**config.mk**
```make
export PLATFORM = sky130hd
export DESIGN_NAME = m_div_sequencer
export DESIGN_NICKNAME = d
export VERILOG_FILES = /design/src/rtl/m_div_sequencer_pkg.sv /design/src/rtl/m_div_step.sv /design/src/rtl/m_div_sequencer.sv
export SDC_FILE = /design/constraint.sdc
export NUM_CORES = 1
export LEC_CHECK = 0
export ABC_AREA = 1
export CORE_ASPECT_RATIO = 1.4
export CORE_MARGIN = 10
export CORE_UTILIZATION = 55
export DETAILED_ROUTE_END_ITERATION = 16
export GPL_TIMING_DRIVEN = 0
export PLACE_DENSITY = 0.76
export RECOVER_POWER = 50
export SYNTH_ARGS = -nofsm -noshare
export SYNTH_HDL_FRONTEND = slang
export SYNTH_HIERARCHICAL = 1
export SYNTH_SLANG_ARGS = --single-unit
```
**constraint.sdc**
```tcl
create_clock -name i_clk -period 6.51 [get_ports i_clk]
set_input_delay 1.302 -clock i_clk [delete_from_list [all_inputs] [get_ports i_clk]]
set_output_delay 1.302 -clock i_clk [all_outputs]
set_load 0.1 [all_outputs]
```
**src/rtl/m_div_sequencer_pkg.sv**
```systemverilog
// Shared state encoding, op-select constants and sign helper for the
// iterative RV32 divider.
package m_div_sequencer_pkg;

  typedef enum logic [1:0] {
    S_IDLE = 2'd0,
    S_BUSY = 2'd1,
    S_DONE = 2'd2
  } div_state_e;

  localparam logic DIV_OP_QUO = 1'b0;
  localparam logic DIV_OP_REM = 1'b1;

  // {q_neg, r_neg}: quotient sign follows both operands, remainder follows the dividend
  function automatic logic [1:0] div_sign_flags(input logic sgn, input logic a_msb,
                                                input logic b_msb);
    return {sgn & (a_msb ^ b_msb), sgn & a_msb};
  endfunction

endpackage

```
**src/rtl/m_div_step.sv**
```systemverilog
// One combinational radix-2 restoring iteration; the compare/subtract runs
// on WIDTH+1 bits so the borrow out of the shifted remainder is never lost.
module m_div_step
  import m_div_sequencer_pkg::*;
#(
  parameter int WIDTH = 32
) (
  input  logic [WIDTH-1:0] i_rem,
  input  logic [WIDTH-1:0] i_quo,
  input  logic [WIDTH-1:0] i_divisor,
  output logic [WIDTH-1:0] o_rem,
  output logic [WIDTH-1:0] o_quo
);

  logic [WIDTH:0] w_shift_rem;
  logic [WIDTH:0] w_diff;
  logic           w_ge;

  assign w_shift_rem = {i_rem, i_quo[WIDTH-1]};
  assign w_diff      = w_shift_rem - {1'b0, i_divisor};
  // shifted remainder < 2*divisor, so the top bit of the difference is the borrow
  assign w_ge        = ~w_diff[WIDTH];

  assign o_rem = w_ge ? w_diff[WIDTH-1:0] : w_shift_rem[WIDTH-1:0];
  assign o_quo = {i_quo[WIDTH-2:0], w_ge};

endmodule

```
**src/rtl/m_div_sequencer.sv**
```systemverilog
// Multi-cycle restoring divider with IDLE/BUSY/DONE sequencing for div/rem,
// stalling the processor until the registered result is presented.
module m_div_sequencer
  import m_div_sequencer_pkg::*;
#(
  parameter int WIDTH = 32
) (
  input  logic             i_clk,
  input  logic             i_reset,
  input  logic             i_start,
  input  logic             i_op_rem,
  input  logic             i_signed,
  input  logic [WIDTH-1:0] i_dividend,
  input  logic [WIDTH-1:0] i_divisor,
  output logic             o_stall,
  output logic             o_busy,
  output logic             o_done,
  output logic [WIDTH-1:0] o_result
);

  localparam int CNT_W = $clog2(WIDTH);
  localparam logic [CNT_W-1:0] CNT_INIT = CNT_W'(WIDTH - 1);
  localparam logic [CNT_W-1:0] CNT_ONE  = CNT_W'(1);
  localparam logic [WIDTH-1:0] MOST_NEG = {1'b1, {(WIDTH-1){1'b0}}};

  div_state_e       r_state;
  logic [CNT_W-1:0] r_count;
  logic [WIDTH-1:0] r_rem;
  logic [WIDTH-1:0] r_quo;
  logic [WIDTH-1:0] r_divisor;
  logic             r_q_neg;
  logic             r_r_neg;
  logic             r_op_rem;
  logic             r_done;
  logic [WIDTH-1:0] r_result;

  logic             w_a_neg;
  logic             w_b_neg;
  logic [WIDTH-1:0] w_a_abs;
  logic [WIDTH-1:0] w_b_abs;
  logic             w_div_zero;
  logic             w_ovf;
  logic [WIDTH-1:0] w_next_rem;
  logic [WIDTH-1:0] w_next_quo;
  logic [WIDTH-1:0] w_quo_fix;
  logic [WIDTH-1:0] w_rem_fix;

  assign w_a_neg    = i_signed & i_dividend[WIDTH-1];
  assign w_b_neg    = i_signed & i_divisor[WIDTH-1];
  assign w_a_abs    = w_a_neg ? -i_dividend : i_dividend;
  assign w_b_abs    = w_b_neg ? -i_divisor : i_divisor;
  assign w_div_zero = (i_divisor == {WIDTH{1'b0}});
  assign w_ovf      = i_signed & (i_dividend == MOST_NEG) & (i_divisor == {WIDTH{1'b1}});

  m_div_step #(.WIDTH(WIDTH)) u_step (
    .i_rem     (r_rem),
    .i_quo     (r_quo),
    .i_divisor (r_divisor),
    .o_rem     (w_next_rem),
    .o_quo     (w_next_quo)
  );

  // sign correction is folded into the last BUSY edge so o_result is a clean register in DONE
  assign w_quo_fix = r_q_neg ? -w_next_quo : w_next_quo;
  assign w_rem_fix = r_r_neg ? -w_next_rem : w_next_rem;

  // Sequencing FSM: capture, iterate, present the result for one cycle
  always_ff @(posedge i_clk) begin
    if (i_reset) begin
      r_state   <= S_IDLE;
      r_count   <= {CNT_W{1'b0}};
      r_rem     <= {WIDTH{1'b0}};
      r_quo     <= {WIDTH{1'b0}};
      r_divisor <= {WIDTH{1'b0}};
      r_q_neg   <= 1'b0;
      r_r_neg   <= 1'b0;
      r_op_rem  <= DIV_OP_QUO;
      r_done    <= 1'b0;
      r_result  <= {WIDTH{1'b0}};
    end else begin
      case (r_state)
        S_IDLE: begin
          r_done <= 1'b0;
          if (i_start) begin
            r_op_rem             <= i_op_rem;
            r_rem                <= {WIDTH{1'b0}};
            r_quo                <= w_a_abs;
            r_divisor            <= w_b_abs;
            r_count              <= CNT_INIT;
            {r_q_neg, r_r_neg}   <= div_sign_flags(i_signed, i_dividend[WIDTH-1],
                                                   i_divisor[WIDTH-1]);
            if (w_div_zero) begin
              r_result <= (i_op_rem == DIV_OP_REM) ? i_dividend : {WIDTH{1'b1}};
              r_done   <= 1'b1;
              r_state  <= S_DONE;
            end else if (w_ovf) begin
              r_result <= (i_op_rem == DIV_OP_REM) ? {WIDTH{1'b0}} : i_dividend;
              r_done   <= 1'b1;
              r_state  <= S_DONE;
            end else begin
              r_state <= S_BUSY;
            end
          end else begin
            r_state <= S_IDLE;
          end
        end
        S_BUSY: begin
          r_rem <= w_next_rem;
          r_quo <= w_next_quo;
          if (r_count == {CNT_W{1'b0}}) begin
            r_result <= (r_op_rem == DIV_OP_REM) ? w_rem_fix : w_quo_fix;
            r_done   <= 1'b1;
            r_state  <= S_DONE;
          end else begin
            r_count <= r_count - CNT_ONE;
          end
        end
        S_DONE: begin
          r_done  <= 1'b0;
          r_state <= S_IDLE;
        end
        default: begin
          r_done  <= 1'b0;
          r_state <= S_IDLE;
        end
      endcase
    end
  end

  assign o_stall  = ((r_state == S_IDLE) & i_start) | (r_state == S_BUSY);
  assign o_busy   = (r_state == S_BUSY);
  assign o_done   = r_done;
  assign o_result = r_result;

endmodule

```
==> summary.md <==
| Metric | Value |
|---|---|
| Detail Placement HPWL | `about 44 mm` |
| Post-CTS Setup Bufs | `0` |
| TritonCTS buffer count | `17` |
| DR iter-0 viols | `1524` |
| Post-Layout Inst Area | `15200 um2` |
| Unrepaired setup endpoints after global routing | `false` |
| Number of I/O pins | `104` |
| DRC violations left | `0` |
| Max Buffers Root-to-Sink | `2` |
| WP buf/inv | `6` |
| Wirelength, routed | `roughly 54 mm` |
| Delay of the slowest critical-path stage | `about 0.98 ns` |
| Post-DRT Antenna Nets | `0` |
| Worst-Margin Slew | `0.996 ns` |
| Final hold slack | `0.484 ns` |
| Crit Path Max Fanout | `10` |
| Layout cells sized above 1 | `under 10%` |
| Grt ovf | `0` |
| Pwr Density | `roughly 290 nW/um2` |
| Met2 wire len | `approximately 26 mm` |
| Die W | `roughly 150 um` |
| First drt pass iteration count | `9` |
| Final net count | `~2600` |
| CP delay by family, top | `buffers and inverters` |
| Routed metal-1 wire length | `around 19 mm` |
| CP Depth | `8` |
| Mapped Cells | `approximately 2400` |
| Sequential share of the synthesized area | `21.0%` |
| Highest clock rate | `around 180 MHz` |
| Routed length on met3 | `about 3.2 mm` |
| H-tree depth | `4` |
| Final hold vios | `0` |
| Rows | `67` |
| Hold Path Class | `reg2reg` |
| Slew Limit Fails | `0` |
| Multi-input gate area | `8670 um2` |
| Min Tclk post-route | `approximately 5.7 ns` |
| Share of flip-flops with an asynchronous set or reset | `0%` |
| Synth Register Bits | `between 100 and 150` |
| Crit-path cells | `dlygate4sd3_1, nand2_1, inv_1, nor2_1, clkbuf_1, clkbuf_1, inv_1, clkdlybuf4s50_1` |
| Net Count, Synth | `~2500` |
| Routed len/inst | `around 19 um` |
| Fill cells | `around 2500` |
| Reg2Reg Depth | `29` |
| Placement Cell Area | `14700 um2` |
| Number of flops mapped to enable cells by yosys | `0` |
| Max-cap viol count | `0` |
| Post-synth cell types | `47` |
| Synth Flop Type | `dfxtp_1` |
| Worst R2R Setup Slack | `~2.2 ns` |
| Clock Sinks | `between 100 and 150` |
| TNS Setup | `0 ns` |
| Placer Congestion | `approximately 1.0` |
| Clock Skew | `0.0127 ns` |
| WP data arrival | `approximately 4.4 ns` |
| Reg clk slew, reported paths | `0.06 ns` |
| Leakage power | `~7.3 nW` |
| Crit path launch type | `input port` |
| Via count | `between 15000 and 20000` |
| Number of global-route vias before repair | `15377` |
| Die ar. | `roughly 31000 um2` |
| Fin util | `a little under two thirds` |
| Initial Util | `a little under three fifths` |
| Tcrit/Tclk final | `87.3%` |
| Max VDD drop | `about 210 uV` |
| Avg Cell Area, Syn | `roughly 5.5 um2` |
| Power Total | `approximately 4.3 mW` |
| CTS Hold Buffers Added | `0` |
| Synthesized area | `approximately 13000 um2` |
| Drt via density | `roughly 5.7` |
| Slowest-stage cell, CP | `clkdlybuf4s50_1` |
| Area Growth Syn to Fin | `14.5%` |
| Largest net degree at the start of global routing | `17` |
| First-pass GRT wire length | `between 80 and 90 mm` |
| Top sig layer | `met4` |
| CTS tree | `built` |
| Final setup violation count | `0` |
| Syn. warnings | `6` |
| Total track usage | `a little over a third` |
| Critical path required time | `5.21 ns` |
| Area taken by flip-flops and latches | `2780 um2` |
| Outcome | `completed` |
| Worst-Skew Late Latency | `between 0.4 and 0.5 ns` |
| CTS Root Cell | `clkbuf_16` |
| Max-slew headroom | `33.4%` |
| Buffers added on ports | `~100` |
| Hold-critical path depth | `2` |
| Post_cts resized | `0` |
| Die Ht | `204 um` |
| Initial antenna violation count | `0` |
| Critical path type | `in2out` |
| CP endpoint kind | `output pin` |
| N_diodes | `0` |
| Core box area | `about 24000 um2` |
flip-flops by register name (all words and copies together), names as in the netlist:
name       count
o_result      32
r_divisor     32
r_quo         32
r_rem         32
r_count        5
r_state        2
o_done         1
r_op_rem       1
r_q_neg        1
r_r_neg        1
cell families (layout without fill, tap and decap cells):
family,Yosys count,after routing,share of synthesized area (%)
buf+inv,423,556,13.6
fa+ha+maj,40,40,3.83
flops,139,139,21.0
xor+xnor,30,30,1.98
compound gates,396,396,16.4
simple gates,1376,1376,43.2
per-layer routing:
layer  vias to the layer above  GRT usage [%]
li1                       7916              -
met1                      7271           36.1
met2                       730           59.1
met3                       234           4.64
met4                         0           31.7
met5                         -              0
power breakdown:
| part | leakage, nW | total (mW) | internal, mW | switching, mW |
|---|---|---|---|---|
| logic | 5.93 | 2.47 | 0.742 | 1.72 |
| registers | 1.14 | 0.985 | 0.933 | 0.0520 |
| clock network | 0.249 | 0.886 | 0.488 | 0.398 |
| total | 7.32 | 4.34 | 2.16 | 2.17 |
Yosys cell counts (12+ instances only):
| cell type | instances | area share (%) |
|---|---|---|
| clkbuf_1 | 57 | 1.6 |
| buf_4 | 34 | 1.9 |
| a22oi_1 | 13 | 0.74 |
| o21ai_1 | 33 | 1.2 |
| ha_1 | 39 | 3.7 |
| nand3_1 | 162 | 6.1 |
| o21ai_0 | 136 | 5.1 |
| buf_1 | 12 | 0.34 |
| nor2_1 | 312 | 8.8 |
| dfxtp_1 | 139 | 21 |
| a31oi_1 | 21 | 0.99 |
| nor3_1 | 30 | 1.1 |
| nand4_1 | 32 | 1.5 |
| nand2_1 | 772 | 22 |
| inv_1 | 298 | 8.4 |
| xor2_1 | 22 | 1.5 |
| a21oi_1 | 149 | 5.6 |
| nand3b_1 | 13 | 0.74 |
final timing paths:
kind                                 start      endpoint
worst min-delay path            r_count[3]    r_count[3]
worst max-delay path               i_start       o_stall
worst max register to register   r_quo[31]  o_result[21]
worst min register to register  r_count[3]    r_count[3]
cell usage in the layout (no fill, tap or decap), drive strengths merged, types with 3 or more instances in the layout:
master / instances
o211ai: 11
o21ai: 170
a22oi: 13
clkinvlp: 4
a21o: 5
nand3: 166
inv: 302
ha: 39
o22ai: 3
dfxtp: 139
nand4: 32
o21bai: 7
and2: 11
or2: 11
xnor2: 8
o221ai: 11
clkbuf: 84
dlygate4sd3: 3
a31oi: 22
nand2: 784
clkinv: 10
clkdlybuf4s50: 100
xor2: 22
nor2: 325
nand3b: 13
nor3: 32
buf: 53
a21oi: 152
stage by stage:
step                std cells  worst slack (ns)
global placement         2817              1.34
global route             2847             0.735
floorplan                2404              2.70
CTS                      2847              1.31
finish                   2847             0.828
detailed placement       2817              1.32
worst min-delay path: cells and delay by family (launching register included):
kind / cells / cell delay [ns]
DFF: 1 / 0.31
and+or+nand+nor: 1 / 0.06
AOI/OAI and AO/OA: 1 / 0.06
cell type report:
type	count	share of cell area [%]
buffer	119	4.31
clock buffer	18	2.89
clock inverter	12	0.511
inverter	304	7.52
multi-input combinational	1842	57.1
sequential	139	18.3
tap	310	2.55
timing repair buffer	103	6.79
No activity file was read; power rests on OpenSTA's default activity.
